[src/rtl/picobello_pkg.sv]
// Shared constants and types for the picobello dummy error tile.
package picobello_pkg;

  // Every transaction that reaches the dummy tile is answered with a decode error.
  localparam logic [1:0] RESP_DECERR = 2'b11;

  // Read channel sequencing.
  typedef enum logic {
    R_IDLE  = 1'b0,
    R_BURST = 1'b1
  } r_state_e;

endpackage

[src/rtl/fifo_v3.sv]
// Synchronous FIFO with the common_cells fifo_v3 interface (non-fall-through).
// DEPTH must be a power of two so the pointers wrap naturally.
// flush_i empties the FIFO synchronously; rst_ni is the asynchronous reset.
module fifo_v3 #(
  parameter int unsigned DATA_WIDTH = 32,
  parameter int unsigned DEPTH      = 8
) (
  input  logic                  clk_i,
  input  logic                  rst_ni,
  input  logic                  flush_i,
  output logic                  full_o,
  output logic                  empty_o,
  input  logic [DATA_WIDTH-1:0] data_i,
  input  logic                  push_i,
  output logic [DATA_WIDTH-1:0] data_o,
  input  logic                  pop_i
);

  localparam int unsigned AddrDepth = (DEPTH > 1) ? $clog2(DEPTH) : 1;

  logic [AddrDepth-1:0]  rd_ptr_q, wr_ptr_q;
  logic [AddrDepth:0]    cnt_q;
  logic [DATA_WIDTH-1:0] mem_q [DEPTH];
  logic                  push_ok, pop_ok;

  assign full_o  = (cnt_q == (AddrDepth+1)'(DEPTH));
  assign empty_o = (cnt_q == '0);
  // A push into a full FIFO is dropped even if a pop happens in the same cycle.
  assign push_ok = push_i & ~full_o;
  assign pop_ok  = pop_i & ~empty_o;
  assign data_o  = mem_q[rd_ptr_q];

  // Pointer and occupancy bookkeeping.
  always_ff @(posedge clk_i or negedge rst_ni) begin
    if (!rst_ni) begin
      rd_ptr_q <= '0;
      wr_ptr_q <= '0;
      cnt_q    <= '0;
    end else if (flush_i) begin
      rd_ptr_q <= '0;
      wr_ptr_q <= '0;
      cnt_q    <= '0;
    end else begin
      if (push_ok) wr_ptr_q <= wr_ptr_q + AddrDepth'(1);
      if (pop_ok)  rd_ptr_q <= rd_ptr_q + AddrDepth'(1);
      case ({push_ok, pop_ok})
        2'b10:   cnt_q <= cnt_q + (AddrDepth+1)'(1);
        2'b01:   cnt_q <= cnt_q - (AddrDepth+1)'(1);
        default: cnt_q <= cnt_q;
      endcase
    end
  end

  // Storage array, written on accepted pushes only.
  always_ff @(posedge clk_i) begin
    if (push_ok && !flush_i) mem_q[wr_ptr_q] <= data_i;
  end

endmodule

[src/rtl/pb_dummy_tile_err_slv.sv]
// Dummy tile error slave: answers every AXI write and read with DECERR.
// Writes: AW IDs are queued, each W-last pops one ID into a single B slot.
// Reads: one burst at a time, len+1 zero-data beats with the latched ID.
// Optional macro PB_DUMMY_TILE_ERR_CNT_EN adds a saturating count of
// completed B responses and R bursts on err_cnt_o.
//
// state   | meaning
// R_IDLE  | ready to accept an AR
// R_BURST | emitting beats, counter = beats remaining minus one
module pb_dummy_tile_err_slv
  import picobello_pkg::*;
#(
  parameter int unsigned IdWidth   = 4,
  parameter int unsigned DataWidth = 64,
  parameter int unsigned MaxWrTxns = 4
) (
  input  logic                 clk_i,
  input  logic                 rst_i,
  input  logic                 aw_valid_i,
  output logic                 aw_ready_o,
  input  logic [IdWidth-1:0]   aw_id_i,
  input  logic                 w_valid_i,
  output logic                 w_ready_o,
  input  logic                 w_last_i,
  output logic                 b_valid_o,
  input  logic                 b_ready_i,
  output logic [IdWidth-1:0]   b_id_o,
  output logic [1:0]           b_resp_o,
  input  logic                 ar_valid_i,
  output logic                 ar_ready_o,
  input  logic [IdWidth-1:0]   ar_id_i,
  input  logic [7:0]           ar_len_i,
  output logic                 r_valid_o,
  input  logic                 r_ready_i,
  output logic [IdWidth-1:0]   r_id_o,
  output logic [DataWidth-1:0] r_data_o,
  output logic [1:0]           r_resp_o,
  output logic                 r_last_o
`ifdef PB_DUMMY_TILE_ERR_CNT_EN
  ,
  output logic [31:0]          err_cnt_o
`endif
);

  // ---------------- write path ----------------
  logic               fifo_full, fifo_empty;
  logic [IdWidth-1:0] fifo_head;
  logic               aw_push, w_last_hs, b_hs;
  logic               b_valid_q;
  logic [IdWidth-1:0] b_id_q;

  assign aw_ready_o = ~fifo_full;
  assign aw_push    = aw_valid_i & aw_ready_o;
  // Only one B can be outstanding, so W is held off while it waits.
  assign w_ready_o  = ~fifo_empty & ~b_valid_q;
  assign w_last_hs  = w_valid_i & w_ready_o & w_last_i;
  assign b_hs       = b_valid_q & b_ready_i;

  fifo_v3 #(
    .DATA_WIDTH (IdWidth),
    .DEPTH      (MaxWrTxns)
  ) i_wr_id_fifo (
    .clk_i   (clk_i),
    .rst_ni  (1'b1),
    .flush_i (rst_i),
    .full_o  (fifo_full),
    .empty_o (fifo_empty),
    .data_i  (aw_id_i),
    .push_i  (aw_push),
    .data_o  (fifo_head),
    .pop_i   (w_last_hs)
  );

  // B register: loaded from the FIFO head on W-last, cleared on handshake.
  always_ff @(posedge clk_i) begin
    if (rst_i) begin
      b_valid_q <= 1'b0;
      b_id_q    <= '0;
    end else if (w_last_hs) begin
      b_valid_q <= 1'b1;
      b_id_q    <= fifo_head;
    end else if (b_hs) begin
      b_valid_q <= 1'b0;
    end
  end

  assign b_valid_o = b_valid_q;
  assign b_id_o    = b_id_q;
  assign b_resp_o  = RESP_DECERR;

  // ---------------- read path ----------------
  r_state_e           r_state_q, r_state_d;
  logic [7:0]         r_cnt_q, r_cnt_d;
  logic [IdWidth-1:0] r_id_q, r_id_d;

  // Read FSM state, beat counter and latched ID.
  always_ff @(posedge clk_i) begin
    if (rst_i) begin
      r_state_q <= R_IDLE;
      r_cnt_q   <= '0;
      r_id_q    <= '0;
    end else begin
      r_state_q <= r_state_d;
      r_cnt_q   <= r_cnt_d;
      r_id_q    <= r_id_d;
    end
  end

  // Read FSM next state and handshake outputs.
  always_comb begin
    r_state_d  = r_state_q;
    r_cnt_d    = r_cnt_q;
    r_id_d     = r_id_q;
    ar_ready_o = 1'b0;
    r_valid_o  = 1'b0;
    r_last_o   = 1'b0;
    case (r_state_q)
      R_IDLE: begin
        ar_ready_o = 1'b1;
        if (ar_valid_i) begin
          r_id_d    = ar_id_i;
          r_cnt_d   = ar_len_i;
          r_state_d = R_BURST;
        end
      end
      R_BURST: begin
        r_valid_o = 1'b1;
        r_last_o  = (r_cnt_q == 8'd0);
        if (r_ready_i) begin
          if (r_cnt_q == 8'd0) r_state_d = R_IDLE;
          else                 r_cnt_d   = r_cnt_q - 8'd1;
        end
      end
      default: r_state_d = R_IDLE;
    endcase
  end

  assign r_id_o   = r_id_q;
  assign r_data_o = '0;
  assign r_resp_o = RESP_DECERR;

`ifdef PB_DUMMY_TILE_ERR_CNT_EN
  // ---------------- error counter ----------------
  logic        r_last_hs;
  logic [32:0] err_sum;
  logic [31:0] err_cnt_q;

  assign r_last_hs = r_valid_o & r_ready_i & r_last_o;
  assign err_sum   = {1'b0, err_cnt_q} + 33'(b_hs) + 33'(r_last_hs);

  // Saturating count of completed write responses and read bursts.
  always_ff @(posedge clk_i) begin
    if (rst_i)        err_cnt_q <= '0;
    else if (err_sum[32]) err_cnt_q <= '1;
    else              err_cnt_q <= err_sum[31:0];
  end

  assign err_cnt_o = err_cnt_q;
`endif

endmodule

[config.mk]
export PLATFORM = sky130hd
export DESIGN_NAME = pb_dummy_tile_err_slv
export DESIGN_NICKNAME = d
export VERILOG_FILES = /design/src/rtl/picobello_pkg.sv /design/src/rtl/fifo_v3.sv /design/src/rtl/pb_dummy_tile_err_slv.sv
export SDC_FILE = /design/constraint.sdc
export NUM_CORES = 1
export LEC_CHECK = 0
export ABC_AREA = 1
export ABC_CLOCK_PERIOD_IN_PS = 2500
export CELL_PAD_IN_SITES_DETAIL_PLACEMENT = 1
export CELL_PAD_IN_SITES_GLOBAL_PLACEMENT = 1
export CORE_ASPECT_RATIO = 0.7
export CORE_MARGIN = 2
export CORE_UTILIZATION = 45
export CTS_CLUSTER_DIAMETER = 80
export CTS_CLUSTER_SIZE = 28
export DETAILED_ROUTE_END_ITERATION = 12
export DONT_BUFFER_PORTS = 1
export PLACE_DENSITY_LB_ADDON = 0.12
export SYNTH_ARGS = -nofsm -noshare
export SYNTH_HDL_FRONTEND = slang
export SYNTH_HIERARCHICAL = 1
export SYNTH_SLANG_ARGS = --single-unit
[constraint.sdc]
create_clock -name clk_i -period 2.5 [get_ports clk_i]
set_clock_uncertainty 0.15 [all_clocks]
set_input_delay 0.375 -clock clk_i [delete_from_list [all_inputs] [get_ports clk_i]]
set_output_delay 0.375 -clock clk_i [all_outputs]
set_load 0.05 [all_outputs]
==> impl_summary.log, run 1 <==
[metrics] status: complete, no violations
[metrics] CTS Buffer Depth: 2
[metrics] Die Area: 0.00641 mm2
[metrics] overall routing resource usage: 0.175
[metrics] instance count along the most critical hold path: 0
[metrics] total of warnings raised by yosys: 6
[metrics] min setup slack post-route: 181 ps
[metrics] required time reported for the critical path endpoint: 2540 ps
[metrics] most common library cell in the layout ignoring fill and taps: conb_1
[metrics] number of iterations in the first detailed-routing pass: 4
[metrics] Detailed Route Iter0 Violations: 72
[metrics] largest fanout on the critical path: 5
[metrics] max-cap check violation count: 0
[metrics] number of pins exceeding their max-slew limit in the final report: 0
[metrics] class of the tightest hold or removal check: in2reg
[metrics] root buffer cell: clkbuf_8
[metrics] Area Overhead vs Synth: 2.17%
[metrics] largest area contributor in the netlist: buf_4
[metrics] Power Total: 0.00221 W
[metrics] clock period minus worst slack: 2320 ps
[metrics] vias in the first global route: 1,661
[metrics] final setup TNS: 0 ps
[metrics] detailed-route wire length per cell: 13.2 um
[metrics] core region area: 0.00564 mm2
[metrics] RSZ-0062 raised after global routing: false
[metrics] portion of the clock cycle consumed by the worst path in the final layout: 0.928
[metrics] top cells by area in the synthesized netlist: buf_4 20%, edfxtp_1 18%, dfxtp_1 14%, dfrtp_1 6.7%, nor2_1 6.1%
[metrics] depth of the CTS H-tree: 2
[metrics] RePlAce Congestion: 0.788
[metrics] drt via density: 4.50
[metrics] clock tree from TritonCTS: built
[metrics] number of routed nets with antenna violations: 0
[metrics] total CTS buffers: 5
[metrics] diode count: 0
[metrics] slew at the pin closest to its max-slew limit: 524 ps
[metrics] estimated wirelength of the detail-placed design: 4240 um
[metrics] post-synthesis cell type count: 35
[metrics] final-stage net count: 370
[metrics] fraction of the yosys area taken by sequential cells: 0.391
[metrics] Row Count: 23
[metrics] number of input and output port buffers inserted: 0
[metrics] total wirelength of the detailed-routed design: 5500 um
[metrics] hold violation total from the final report: 0
[metrics] clock-pin transition on the worst setup and hold timing paths: 80 ps
[metrics] cell area power density: 831 mW/mm2
[metrics] pin count of the biggest net entering global routing: 15
[metrics] type of the worst setup path: reg2reg
[metrics] Leak Pwr: 1.28 nW
[metrics] synthesis-stage register bit count: 41
[metrics] maximum achievable frequency: 431 MHz
[metrics] Register-to-Register Setup Slack: 180 ps
[metrics] launching element type of the critical path: flip-flop
[metrics] post-synthesis area per instance: 8.15 um2
[metrics] die extent in x: 94.8 um
[metrics] data arrival time of the critical path: 2360 ps
[metrics] Placement Setup Slack: 52.0 ps
[metrics] Worst Reg2Reg Path Length in Cells: 16
[metrics] kind of end point of the critical path: flip-flop
[metrics] Cell Count, Final, Fillers Out: 415
[metrics] final core area utilization: 0.471
[metrics] antenna violations before repair: 0
[metrics] DIE HEIGHT: 67.6 um
[metrics] post-synthesis instance area: 0.00260 mm2
[metrics] placed insts: 400
[metrics] final number of setup-violating endpoints: 0
[metrics] via count: 1,867
[metrics] fraction of layout instances using a drive strength above 1: 0.126
[metrics] normalized max-slew margin: 0.650
[metrics] fraction of synthesized cell area taken by the top area cell type: 0.202
[metrics] clock network latency to the later pin of the worst-skew pair: 300 ps
[metrics] Congestion Overflow GR: 0
[metrics] IR Drop Worst-Case VDD: 0.301 mV
[metrics] # DRC: 0
[metrics] most frequent cells in the layout: 75 x conb_1, 41 x nor2_1, 35 x nand2_1
[metrics] number of top-level design ports: 106
[metrics] starting density of the core: 0.461
[metrics] post-synthesis instance total: 319
[metrics] global-route wire length before repair: 8390 um
[metrics] number of sinks on the clock net: 41
## critical path, stage by stage (launching register included)
cell	delay, ps
dfrtp_2	440
nor2_4	170
nand2_2	100
inv_2	80
nor2_4	30
nand3_1	80
inv_1	80
nand2_4	100
inv_4	50
nand2_4	70
inv_1	60
fa_2	360
xor2_1	180
nand3_1	100
nand2_1	60
nand2_1	50
nand2_1	50
## metal layers
layer | vias to the layer above | share of wire | GRT usage | routed length, um
li1 | 917 | - | - | -
met1 | 865 | 0.51 | 0.249 | 2790
met2 | 78 | 0.41 | 0.261 | 2240
met3 | 7 | 0.074 | 0.0491 | 409
met4 | 0 | 0.011 | 0.0489 | 61
met5 | - | 0 | 0 | 0
## worst paths after layout
check | startpoint | to
setup reg to reg | i_wr_id_fifo/cnt_q[1] | i_wr_id_fifo/cnt_q[2]
hold reg to reg | r_cnt_q[7] | r_cnt_q[7]
hold / removal | aw_id_i[3] | i_wr_id_fifo/mem_q[0][3]
setup / recovery | i_wr_id_fifo/cnt_q[1] | i_wr_id_fifo/cnt_q[2]
## power breakdown
part	internal [W]	switching (W)	total (W)
clock	0.000259	0.000261	0.000520
sequential	0.000769	0.000132	0.000901
combinational	0.000195	0.000591	0.000786
total	0.00122	0.000985	0.00221
## per-stage QoR
stage / hold slack, ps / instance area, um2
after CTS: 0.980 / 2590
final: 16.8 / 2660
after global routing: 1.53 / 2660
after global placement: 296 / 2470
after floorplan: 294 / 2890
after detailed placement: 299 / 2470
## final cells by class
cell class              count  area [um2]
clock buffers               6        93.8
clock inverters             2        16.3
fillers                   725        2990
inverters                  34         131
multi-input cells         243        1180
flip-flops and latches     41        1020
well taps                  75        93.8
repair buffers             14         118
## cell families after synthesis
| kind of cell | Yosys count | synth area share |
|---|---|---|
| mux | 1 | 0.00385 |
| fa+ha+maj | 7 | 0.0366 |
| buf+inv | 108 | 0.265 |
| xor+xnor | 3 | 0.0101 |
| flops | 41 | 0.391 |
| compound gates | 43 | 0.0929 |
| other cells | 2 | 0.00289 |
| simple gates | 114 | 0.198 |
## synthesized netlist by cell type
cell type and number:
buf_4 70, nor2_1 42, nand2_1 35, inv_1 30, o21ai_0 23, dfxtp_1 18, nand3_1 18, edfxtp_1 16
a21oi_1 9, dfrtp_1 7, ha_1 6, nand2_2 6, nand4_1 4, o22ai_1 4, o21ai_1 3, buf_6 2
conb_1 2, inv_2 2, nand2_4 2, nor3_1 2, o21ai_2 2, or2_2 2, xor2_1 2, a211oi_1 1
a21oi_4 1, buf_2 1, clkbuf_1 1, clkinv_2 1, fa_1 1, inv_4 1, mux2i_1 1, nand3_2 1
nor2_2 1, nor2_4 1, xnor2_1 1
## flip-flops by register name (all words and copies together) (netlist names), 2 cells and up
| signal | flops |
|---|---|
| r_cnt_q | 8 |
| i_wr_id_fifo/cnt_q | 3 |
| b_id_o | 4 |
| i_wr_id_fifo/mem_q | 16 |
| i_wr_id_fifo/wr_ptr_q | 2 |
| r_id_o | 4 |
| i_wr_id_fifo/rd_ptr_q | 2 |
## repair_timing
item / in CTS / in global routing
setup endpoints to repair: 0 / 1
resized for setup: 0 / 4
endpoints found under the hold margin: 6 / 15
buffers inserted: 0 / 2
hold buffers: 1 / 4
(Power assumes the default switching activity.)
==> inputs of run 2 (changes only) <==
Settings changed: CORE_UTILIZATION 45 to 31, DONT_BUFFER_PORTS 1 to not set.
==> impl_summary.log, run 2 (synthesis gave the netlist of run 1 again) <==
[metrics] clock tree from TritonCTS: built
[metrics] largest registers: i_wr_id_fifo/mem_q x16, r_cnt_q x8
[metrics] maximum achievable frequency: 419 MHz (-2.8%)
[metrics] clock period minus worst slack: 2390 ps (+66.9 ps)
[metrics] final-stage net count: 405 (+9.5%)
[metrics] detailed-route wire length per cell: 12.6 um (-4.8%)
[metrics] final setup TNS: 0 ps (unchanged)
[metrics] IR Drop Worst-Case VDD: 0.258 mV (-14%)
[metrics] kind of end point of the critical path: output pin
[metrics] number of routed nets with antenna violations: 0 (unchanged)
[metrics] Row Count: 27 (+17%)
[metrics] Die Area: 0.00914 mm2 (+43%)
[metrics] portion of the clock cycle consumed by the worst path in the final layout: 0.954 (+0.0268)
[metrics] global-route wire length before repair: 9630 um (+15%)
[metrics] slew at the pin closest to its max-slew limit: 509 ps (-15.0 ps)
[metrics] launching element type of the critical path: flip-flop
[metrics] number of input and output port buffers inserted: 37 (+37)
[metrics] normalized max-slew margin: 0.660 (+0.00945)
[metrics] antenna violations before repair: 0 (unchanged)
[metrics] instance count along the most critical hold path: 2 (+2)
[metrics] Hold-fix buffers, CTS: 0 (-1)
[metrics] CTS Buffer Depth: 2 (unchanged)
[metrics] most frequent cells in the layout: 75 x conb_1, 41 x nor2_1, 35 x nand2_1, 35 x clkdlybuf4s50_1, 29 x inv_1
[metrics] Worst Hold Margin: 333 ps (+316 ps)
[metrics] number of iterations in the first detailed-routing pass: 4 (unchanged)
[metrics] Finished Cell Area: 0.00308 mm2 (+16%)
[metrics] root buffer cell: clkbuf_16
[metrics] starting density of the core: 0.325 (-0.136)
[metrics] drt via density: 4.13 (-8.1%)
[metrics] vias in the first global route: 1,867 (+12%)
[metrics] pin count of the biggest net entering global routing: 14 (-1)
[metrics] Leak Pwr: 1.45 nW (+13%)
[metrics] number of sinks on the clock net: 41 (unchanged)
[metrics] largest fanout on the critical path: 5 (unchanged)
[metrics] crit-path max cell delay: 790 ps (+350 ps)
[metrics] Slowest-stage cell, CP: clkdlybuf4s50_1
[metrics] hold violation total from the final report: 0 (unchanged)
[metrics] Most Frequent Cell on Critical Path: inv_1
[metrics] most common library cell in the layout ignoring fill and taps: conb_1
[metrics] cell area power density: 814 mW/mm2 (-2.1%)
[metrics] sequence of cells on the critical path: buf_4, nand2_1, inv_1, inv_1, clkdlybuf4s50_1
[metrics] total wirelength of the detailed-routed design: 6000 um (+9.2%)
[metrics] Top delay family on crit path: buffers and inverters
[metrics] overall routing resource usage: 0.139 (-0.0362)
[metrics] Worst Reg2Reg Path Length in Cells: 16 (unchanged)
[metrics] total CTS buffers: 5 (unchanged)
[metrics] Detailed Route Iter0 Violations: 80 (+11%)
[metrics] number of flip-flops in the largest register: 16 (unchanged)
[metrics] clock-pin transition on the worst setup and hold timing paths: 60 ps (-20 ps)
[metrics] status: complete, no violations
[metrics] required time reported for the critical path endpoint: 1980 ps (-560 ps)
[metrics] Area Overhead vs Synth: 18.4%
[metrics] diode count: 0 (unchanged)
[metrics] fraction of layout instances using a drive strength above 1: 0.123 (-0.00380)
[metrics] RSZ-0062 raised after global routing: false
[metrics] # DRC: 0 (unchanged)
[metrics] DIE HEIGHT: 80.6 um (+19%)
[metrics] number of pins exceeding their max-slew limit in the final report: 0 (unchanged)
[metrics] Congestion Overflow GR: 0 (unchanged)
[metrics] via count: 1,967 (+5.4%)
[metrics] type of the worst setup path: reg2out
[metrics] Crit path depth: 5 (-11)
[metrics] depth of the CTS H-tree: 2 (unchanged)
[metrics] core region area: 0.00801 mm2 (+42%)
[metrics] data arrival time of the critical path: 1860 ps (-500 ps)
[metrics] final number of setup-violating endpoints: 0 (unchanged)
[metrics] total buffers and inverters traversed by the critical path: 4 (unchanged)
[metrics] die extent in x: 113 um (+20%)
[metrics] RePlAce Congestion: 0.748 (-5.1%)
[metrics] clock network latency to the later pin of the worst-skew pair: 280 ps (-20 ps)
[metrics] class of the tightest hold or removal check: reg2reg
[metrics] estimated wirelength of the detail-placed design: 4710 um (+11%)
[metrics] area of placed instances: 0.00290 mm2 (+17%)
[metrics] largest reg by FF count: i_wr_id_fifo/mem_q
[metrics] number of top-level design ports: 106 (unchanged)
[metrics] max-cap check violation count: 0 (unchanged)
run 2: area by class of cell:
cell class | instances | area [um2]
Sequential cell | 41 | 1020
Timing Repair Buffer | 49 | 455
Clock inverter | 2 | 35.0
Multi-Input combinational cell | 243 | 1180
Inverter | 34 | 131
Fill cell | 1001 | 4930
Tap cell | 101 | 126
Clock buffer | 6 | 129
run 2: worst paths after layout:
path | endpoint | startpoint | slack [ps]
worst min register to register | b_id_o[3] | b_id_o[3] | 330
worst min-delay path | b_id_o[3] | b_id_o[3] | 330
worst max register to register | i_wr_id_fifo/cnt_q[2] | i_wr_id_fifo/cnt_q[1] | 160
worst max-delay path | aw_ready_o | i_wr_id_fifo/cnt_q[2] | 110
run 2: worst min-delay path: cells and delay by family, from the launching register on:
kind / cells / cell delay [ps]
simple gates: 2 / 130
flops: 1 / 320
run 2: layer usage:
metal | wire [um] | global-route usage | share of wire
met4 | 69 | 0.0476 | 0.011
met5 | 0 | 0 | 0
met3 | 322 | 0.0332 | 0.054
met2 | 2330 | 0.193 | 0.39
met1 | 3280 | 0.207 | 0.55
run 2: what timing repair did:
action / CTS / global route
gates resized for setup: 0 / 3
hold endpoints to repair: 0 / 0
setup buffers: 0 / 1
setup endpoints to repair: 0 / 1
run 2: metrics by stage:
| step | setup slack (ps) | instances | power, W | utilization |
|---|---|---|---|---|
| final | 114 | 476 | 0.00251 | 0.384 |
| after global routing | 13.5 | 476 | 0.00265 | 0.384 |
| after CTS | 39.1 | 475 | 0.00252 | 0.383 |
| after detailed placement | 87.6 | 467 | 0.00178 | 0.363 |
| after global placement | 145 | 467 | 0.00176 | 0.363 |
| after floorplan | 37.4 | 392 | 0.00162 | - |
run 2: report_power, final:
part | internal [W] | switching [W] | total (W)
Combinational | 0.000267 | 0.000671 | 0.000937
Clock | 0.000470 | 0.000265 | 0.000735
Sequential | 0.000770 | 0.0000640 | 0.000834
==> inputs of run 3 (changes only) <==
--- a/constraint.sdc
+++ b/constraint.sdc
@@ -3,3 +3,3 @@
 set_input_delay 0.375 -clock clk_i [delete_from_list [all_inputs] [get_ports clk_i]]
 set_output_delay 0.375 -clock clk_i [all_outputs]
-set_load 0.05 [all_outputs]
+set_load 0.01 [all_outputs]
==> impl_summary.log, run 3 (synthesis gave the netlist of run 1 again) <==
[metrics] class of the tightest hold or removal check: reg2reg
[metrics] proportion of total power due to net switching: 0.321 (-0.0784)
[metrics] number of input and output port buffers inserted: 37 (unchanged)
[metrics] largest fanout on the critical path: 4 (-1)
[metrics] overall routing resource usage: 0.132 (-0.00741)
[metrics] Slowest-stage cell, CP: clkdlybuf4s50_1
[metrics] launching element type of the critical path: flip-flop
[metrics] clock tree from TritonCTS: built
[metrics] clock period minus worst slack: 2370 ps (-15.6 ps)
[metrics] Leak Pwr: 1.43 nW (-1.2%)
[metrics] number of flip-flops in the largest register: 16 (unchanged)
[metrics] clock-pin transition on the worst setup and hold timing paths: 60 ps (about the same)
[metrics] root buffer cell: clkbuf_16
[metrics] most common library cell in the layout ignoring fill and taps: conb_1
[metrics] IR Drop Worst-Case VDD: 0.270 mV (+4.3%)
[metrics] Congestion Overflow GR: 0 (unchanged)
[metrics] largest reg by FF count: i_wr_id_fifo/mem_q
[metrics] reported net switching power: 0.000707 W (-29%)
[metrics] Int Power: 0.00150 W (-0.51%)
[metrics] Die Area: 0.00914 mm2 (unchanged)
[metrics] number of sinks on the clock net: 41 (unchanged)
[metrics] required time reported for the critical path endpoint: 1980 ps (about the same)
[metrics] maximum achievable frequency: 422 MHz (+0.66%)
[metrics] Hold-fix buffers, CTS: 0 (unchanged)
[metrics] number of pins exceeding their max-slew limit in the final report: 0 (unchanged)
[metrics] combinational power share: 0.283 (-0.091)
[metrics] CTS Buffer Depth: 2 (unchanged)
[metrics] cell area power density: 721 mW/mm2 (-11%)
[metrics] hold violation total from the final report: 0 (unchanged)
[metrics] drt via density: 4.11 (-0.64%)
[metrics] status: complete, no violations
[metrics] # DRC: 0 (unchanged)
[metrics] diode count: 0 (unchanged)
[metrics] Row Count: 27 (unchanged)
[metrics] via count: 1,942 (-1.3%)
[metrics] sequence of cells on the critical path: inv_1, ha_1, nand3_1, nor3_2, clkdlybuf4s50_1
[metrics] largest registers: i_wr_id_fifo/mem_q x16, r_cnt_q x8
[metrics] antenna violations before repair: 0 (unchanged)
[metrics] depth of the CTS H-tree: 2 (unchanged)
[metrics] crit-path max cell delay: 560 ps (-230 ps)
[metrics] RSZ-0062 raised after global routing: false
[metrics] Top delay family on crit path: buffers and inverters
[metrics] final-stage net count: 402 (-0.74%)
[metrics] portion of the clock cycle consumed by the worst path in the final layout: 0.948 (-0.00622)
[metrics] final number of setup-violating endpoints: 0 (unchanged)
[metrics] pin count of the biggest net entering global routing: 15 (+1)
[metrics] die extent in x: 113 um (unchanged)
[metrics] core region area: 0.00801 mm2 (unchanged)
[metrics] global-route wire length before repair: 9370 um (-2.7%)
[metrics] total buffers and inverters traversed by the critical path: 2 (-2)
[metrics] Area Overhead vs Synth: 17.8%
[metrics] starting density of the core: 0.325 (unchanged)
[metrics] Detailed Route Iter0 Violations: 91 (+14%)
[metrics] clock network latency to the later pin of the worst-skew pair: 280 ps (about the same)
[metrics] vias in the first global route: 1,811 (-3.0%)
[metrics] Power Total: 0.00221 W (-12%)
[metrics] number of routed nets with antenna violations: 0 (unchanged)
[metrics] share of power burned in the clock network: 0.332 (+0.039)
[metrics] total wirelength of the detailed-routed design: 5870 um (-2.2%)
[metrics] sequential group share of total power: 0.386 (+0.053)
[metrics] type of the worst setup path: reg2out
[metrics] max-cap check violation count: 0 (unchanged)
[metrics] most frequent cells in the layout: 75 x conb_1, 42 x nor2_1, 37 x clkdlybuf4s50_1
[metrics] fraction of layout instances using a drive strength above 1: 0.113 (-0.00976)
[metrics] number of iterations in the first detailed-routing pass: 4 (unchanged)
[metrics] number of top-level design ports: 106 (unchanged)
[metrics] DIE HEIGHT: 80.6 um (unchanged)
[metrics] Worst Hold Margin: 338 ps (+5.12 ps)
[metrics] total CTS buffers: 5 (unchanged)
[metrics] kind of end point of the critical path: output pin
[metrics] estimated wirelength of the detail-placed design: 4680 um (-0.48%)
[metrics] RePlAce Congestion: 0.792 (+5.9%)
[metrics] detailed-route wire length per cell: 12.4 um (-1.6%)
[metrics] number of inserted filler cells in the final layout: 1,004 (+0.30%)
[metrics] data arrival time of the critical path: 1850 ps (about the same)
[metrics] final setup TNS: 0 ps (unchanged)
## run 3: metal layers
| layer | part of all wire | global-route usage |
|---|---|---|
| met4 | 0.0087 | 0.0305 |
| met1 | 0.54 | 0.205 |
| met3 | 0.061 | 0.0294 |
| met2 | 0.39 | 0.180 |
| met5 | 0 | 0 |
## run 3: what timing repair did
item	CTS	global route
endpoints found under the hold margin	0	0
resized for setup	0	5
setup buffers	0	1
setup endpoints to repair	0	2
## run 3: path summary, 6_finish.rpt
check	from	end	slack, ps	cells past startpoint
worst min-delay path	b_valid_o	b_valid_o	340	2
worst max register to register	i_wr_id_fifo/cnt_q[1]	i_wr_id_fifo/cnt_q[2]	180	16
worst max-delay path	r_cnt_q[0]	r_last_o	130	5
worst min register to register	b_valid_o	b_valid_o	340	2
## run 3: cell type report
class	count	area [um2]	share of cell area
Clock buffer	5	125	0.0409
Clock inverter	3	43.8	0.0143
Inverter	34	131	0.0429
Multi-Input combinational cell	243	1180	0.384
Sequential cell	41	1020	0.333
Tap cell	101	126	0.0413
Timing Repair Buffer	46	438	0.143
## run 3: through the flow
stage | setup WS, ps | instances | area [um2] | util
global route | 9.15 | 473 | 3060 | 0.382
floorplan | 140 | 392 | 2870 | -
finish | 129 | 473 | 3060 | 0.382
detailed placement | 65.7 | 464 | 2870 | 0.359
global placement | 111 | 464 | 2870 | 0.359
CTS | 22.5 | 472 | 3040 | 0.380
## run 3: power groups by stage
| stage | Sequential (W) | Clock [W] | Combinational (W) |
|---|---|---|---|
| finish | 0.000851 | 0.000732 | 0.000623 |
| global route | 0.000864 | 0.000777 | 0.000704 |
| CTS | 0.000846 | 0.000756 | 0.000610 |
| detailed placement | 0.000860 | 0 | 0.000606 |
| global placement | 0.000857 | 0 | 0.000597 |
| floorplan | 0.000837 | 0 | 0.000485 |
## run 3: worst reg2reg max path, delay by kind of cell, from the launching register on
| kind | cells | cell delay (ps) |
|---|---|---|
| xor+xnor | 1 | 170 |
| fa+ha+maj | 1 | 360 |
| buf+inv | 4 | 260 |
| flops | 1 | 440 |
| simple gates | 10 | 830 |
